File: src/rtl/uart_rx_fifo.sv
// Byte FIFO behind the UART receiver: show-ahead read port, count-decoded status
// flags and a sticky overflow flag for bytes dropped while full.
module uart_rx_fifo #(
    parameter int DEPTH       = 16,
    parameter int ALMOST_FULL = 12
) (
    input  logic                     clock,
    input  logic                     reset,
    input  logic [7:0]               rx_data,
    input  logic                     rx_valid,
    input  logic                     rd_en,
    output logic [7:0]               rd_data,
    output logic                     empty,
    output logic                     full,
    output logic                     almost_full,
    output logic [$clog2(DEPTH):0]   count,
    output logic                     overflow,
    input  logic                     overflow_clear
);

    localparam int AW = $clog2(DEPTH);
    localparam int CW = AW + 1;
    localparam logic [CW-1:0] FULL_CNT = CW'(DEPTH);
    localparam logic [CW-1:0] AF_CNT   = CW'(ALMOST_FULL);

    logic [7:0]    mem [DEPTH];
    logic [AW-1:0] wr_ptr;
    logic [AW-1:0] rd_ptr;
    logic          pop_ok;
    logic          push_ok;
    logic          drop;

    // A pop frees a slot in the same cycle, so a full FIFO still accepts a push alongside it.
    always_comb begin
        empty       = (count == '0);
        full        = (count == FULL_CNT);
        almost_full = (count >= AF_CNT);
        pop_ok      = rd_en && !empty;
        push_ok     = rx_valid && (!full || pop_ok);
        drop        = rx_valid && full && !pop_ok;
        rd_data     = empty ? 8'h00 : mem[rd_ptr];
    end

    always_ff @(posedge clock) begin
        if (reset) begin
            wr_ptr   <= '0;
            rd_ptr   <= '0;
            count    <= '0;
            overflow <= 1'b0;
        end else begin
            if (push_ok) wr_ptr <= wr_ptr + 1'b1;
            if (pop_ok)  rd_ptr <= rd_ptr + 1'b1;
            case ({push_ok, pop_ok})
                2'b10:   count <= count + 1'b1;
                2'b01:   count <= count - 1'b1;
                default: count <= count;
            endcase
            // A new drop wins over a clear requested in the same cycle.
            if (drop)                overflow <= 1'b1;
            else if (overflow_clear) overflow <= 1'b0;
        end
    end

    // NOTE: storage has no reset; pointers and count alone decide what is valid,
    // so the array maps onto plain RAM without a clear path.
    always_ff @(posedge clock) begin
        if (!reset && push_ok) mem[wr_ptr] <= rx_data;
    end

endmodule

File: config.mk
export PLATFORM = sky130hd
export DESIGN_NAME = uart_rx_fifo
export DESIGN_NICKNAME = d
export VERILOG_FILES = /design/src/rtl/uart_rx_fifo.sv
export SDC_FILE = /design/constraint.sdc
export NUM_CORES = 1
export LEC_CHECK = 0
export CORE_MARGIN = 2
export CORE_UTILIZATION = 40
export DETAILED_ROUTE_END_ITERATION = 8
export HOLD_SLACK_MARGIN = 0.02
export PLACE_DENSITY_LB_ADDON = 0.1
export REMOVE_ABC_BUFFERS = 1
export SLEW_MARGIN = 30
export SYNTH_ARGS = -nofsm -noshare
export SYNTH_HDL_FRONTEND = slang
export SYNTH_SLANG_ARGS = --single-unit
File: constraint.sdc
create_clock -name clock -period 3.25 [get_ports clock]
set_clock_uncertainty 0.1 [all_clocks]
set_input_delay 0.65 -clock clock [delete_from_list [all_inputs] [get_ports clock]]
set_output_delay 0.65 -clock clock [all_outputs]
set_load 0.03 [all_outputs]
* After elaboration in Yosys (flattened, before gate mapping)
Memories as Yosys holds them, arrays and structs flattened. A register that Yosys moved wholly into a read port is not among the register bits. Index checks and enable logic that the tools add are counted.
Storage, ports and cells: register bits after elaboration 14, memory bits (writable) 128, input port bits 13, memories kept 1
Memories:
- mem | depth 16, width 8, rd ports 1, clocked after memory_dff 1, write ports 1, RTL line 26 | logic [7:0] mem [DEPTH];
Cells by class: add/subtract/negate cells 4, order comparisons 1, equality and inequality tests 3, muxes and demuxes 8, reduce and logical (&&, ||, !) cells 13
Operator list (count):
- one-hot mux 5 bit (2 select lines) | 1
- adder 4 x 1 -> 4 bit, second input constant | 2
- 2-to-1 mux 4 bit | 2
- 2-to-1 mux 8 bit | 1
- adder 5 x 1 -> 5 bit, second input constant | 1
- == test 5 bit, second input constant | 1
- >= comparator 5 x 4 -> 1 bit, second input constant | 1
- logical AND 1 bit | 5
- zero test 5 bit | 1
- subtractor 5 x 1 -> 5 bit, second input constant | 1
- zero test 1 bit | 4
- 2-to-1 mux 1 bit | 4
- nonzero test 2 bit | 2
- == test 2 x 1 -> 1 bit, second input constant | 1
- == test 2 bit, second input constant | 1
- logical OR 1 bit | 1

* Longest topological paths before layout
word-level depth 8, gate-level depth with buffers 9, gate-level depth less buffers 8

* Worst setup path after synthesis
No wires, ideal clock.
path type flip-flop to output port, start point reg count[1], end point out rd_data[0], arrival 2.224 ns, required time 2.500 ns, setup slack 0.276 ns, cell stages (with the launch flop) 7, buffers on the path 2, cells stage by stage dfxtp_1 -> buf_6 -> or4_4 -> nor2_1 -> or2_2 -> buf_1 -> o22ai_1
Between the ends: longest elaborated chain between the ends 2
RTL lines:
- start, declared | RTL line 16 | output logic [$clog2(DEPTH):0] count,
- start signal, assigned | RTL line 54 | 2'b10: count <= count + 1'b1;
- start signal, assigned | RTL line 55 | 2'b01: count <= count - 1'b1;
- start signal, assigned | RTL line 56 | default: count <= count;
- zero test 5 bit | RTL line 35 | empty = (count == '0);
- via empty | RTL line 13 | output logic empty,
- 2-to-1 mux 8 bit | RTL line 41 | rd_data = empty ? 8'h00 : mem[rd_ptr];
- end, declared | RTL line 12 | output logic [7:0] rd_data,
The timed path passes the listed nets, and every way through them passes these cells.

* Final worst setup path
start point reg count[1], end point out empty
Between the ends: longest elaborated chain between the ends 1
RTL lines (RTL line):
- zero test 5 bit | 35
- end, declared | 13
No other way between the ends.

==> results.cfg <==
[route]
drc = 0
vias = 2998
wl_um = 11600
antenna_left = 0
wire_per_inst_um = 20.4
dr.pass1.iters = 4
viasPerCell = 5.24
drt_iter0_drc = 255

[synth]
yosysMostFrequentCell = edfxtp_1
seq_area_frac_synth_pct = 71.7
synth-main-ff-cell = edfxtp_1
synth_warnings = 0
yosys.area.top_type = edfxtp_1
synthArstFlopShare_pct = 0
yosysTopAreaCellShare_pct = 65.5
syn-instance-count = 324
synth-edff-count = 128
yosys-top-cells-count = edfxtp_1 (128), mux4_2 (32), nor2_1 (31)
yosys_register_bits = 146
netlist_area_um2 = 5870
ys_top_cells_by_area = edfxtp_1 (66%), mux4_2 (12%), dfxtp_1 (6.1%)
syn_area_per_cell_um2 = 18.1
synth_cell_types = 40

[finish]
drive_gt1_share_pct = 22.2
seq_area_um2 = 4210
antenna_cells = 0
fillers = 1239
area_growth_pct = 19.0
fin_nets = 395
multiInputGateArea_um2 = 1560

[power_and_ir_drop]
comb_power_share_pct = 28.6
p_per_area_nw_per_um2 = 776
p_leak_uw = 0.00224
power.internal_uw = 3850
switching_share_pct = 28.9
seqPwrFrac_pct = 40.5
pwr-share-clk_pct = 30.9
ir_drop_mv = 0.632
p_sw_uw = 1570

[setup_path]
cp_max_fo = 11
worstPathArrival_ps = 2360
r2r_slack_ps = 660
crit_required_ps = 2500
critPathCaptureType = output pin
critical_path_class = reg -> out
worst_setup_path_start_kind = register

[grt]
grt_start_max_net_pins = 33
grtUsageTotal_pct = 16.1
antenna_found_initial = 0
grt_pass1_wl_um = 18700
overflow = 0
grt_pass1_vias = 3312

[sta]
rsz0062_at_grt = no
finalCriticalPeriod_ps = 3110
setup_tns_ps = 0
holdWs_ps = 416
finalSetupViolCount = 0
final_hold_viol_count = 0
fmax_mhz = 321
worst_slack_ps = 136
post-route-period-util_pct = 95.8
finalMaxSlewViolations = 0
slew_headroom_pct = 46.6
worstMarginPinSlew_ps = 798

[clocking]
clkTransAtPathRegs_ps = 50
post_cts_buffers = 0
cts_buffer_depth = 2
cts_buffers = 17
hold_buffers = 0
cts_sinks = 146
h-tree-depth = 4
cts_tree = done
cts-resized-gates = 0
clock_tree.root_cell = clkbuf_16
worst_skew_pair.late_latency_ps = 410

[worst_hold_path]
hold_class = reg -> reg

[floorplan]
start_util_pct = 40.7
die_area_um2 = 15700
io_pins = 30
std_cell_rows = 44
dieHeight_um = 125
die_x_um = 125
core_um2 = 14400

[placed_design]
dp_hpwl_um = 7340
numPortBuffers = 29
place_congestion = 0.815
pre_cts_ws_ps = 211

[flow_run]
maxCapViolations = 0

[run_status]
status = complete, no violations
[power groups by stage]
| stage | registers [uW] | logic (uW) | clock network (uW) |
|---|---|---|---|
| final | 2200 | 1550 | 1680 |
| after global routing | 2210 | 1680 | 1790 |
| after CTS | 2200 | 1580 | 1720 |
| after detailed placement | 2230 | 1580 | 0 |
| after global placement | 2230 | 1580 | 0 |
| after floorplan | 2360 | 871 | 0 |
[cell type report]
cell class                      instances  share of cell area, %
Multi-Input combinational cell        156                   22.3
Sequential cell                       146                   60.2
Inverter                                6                  0.323
Timing Repair Buffer                   48                   6.63
Clock buffer                           32                   7.19
Tap cell                              184                   3.30
[cell usage in the layout (no fill, tap or decap), types with 4 or more instances in the layout]
| cell | instances |
|---|---|
| a21oi_1 | 5 |
| o21ai_0 | 4 |
| nor3_1 | 5 |
| edfxtp_1 | 128 |
| dfxtp_1 | 17 |
| o211ai_1 | 4 |
| nand2_1 | 6 |
| buf_12 | 4 |
| xor2_1 | 6 |
| clkbuf_16 | 17 |
| mux4_2 | 32 |
| buf_4 | 23 |
| mux2i_1 | 18 |
| o22ai_1 | 8 |
| clkdlybuf4s50_1 | 21 |
| inv_1 | 6 |
| clkbuf_1 | 13 |
| nor2_1 | 31 |
| ha_1 | 7 |
[sequential cells by signal, indices dropped and copies added (netlist names), named ones only]
register  count
overflow      1
mem         128
rd_ptr        4
count         5
wr_ptr        4
[stage by stage]
step / instances / cell area (um2) / utilization [%] / total power [uW]
floorplan: 308 / 5790 / - / 3230
global placement: 540 / 6480 / 44.9 / 3810
detailed placement: 540 / 6480 / 44.9 / 3810
CTS: 572 / 6980 / 48.4 / 5500
global route: 572 / 6980 / 48.4 / 5680
finish: 572 / 6980 / 48.4 / 5420
[critical path, stage by stage (launching register included)]
cell             delay, ps
dfxtp_1                420
or4_4                  640
nor2_1                 190
clkdlybuf4s50_1        700
[per-layer routing]
layer  routed length, um  share of wire, %  track usage (%)
met5                   0                 0                0
met2                5790                50             26.1
met1                5270                45             21.3
met4                 151               1.3             5.49
met3                 441               3.8             4.41
[final timing paths]
check,from,to,depth (start not counted)
worst min-delay path,overflow$_SDFFE_PP0P_,overflow$_SDFFE_PP0P_,2
worst max-delay path,count[1]$_SDFFE_PP0P_,empty,3
worst max register to register,count[1]$_SDFFE_PP0P_,count[4]$_SDFFE_PP0P_,8
worst min register to register,overflow$_SDFFE_PP0P_,overflow$_SDFFE_PP0P_,2
[cell families after synthesis]
| family | share of synthesized area, % |
|---|---|
| flip-flops | 71.7 |
| AND/OR/NAND/NOR | 4.80 |
| AO/OA/AOI/OAI | 3.71 |
| multiplexers | 15.5 |
| XOR/XNOR | 1.05 |
| adder cells (fa/ha/maj) | 1.49 |
| buffers and inverters | 1.75 |
Power figures use the tool's default switching activity.
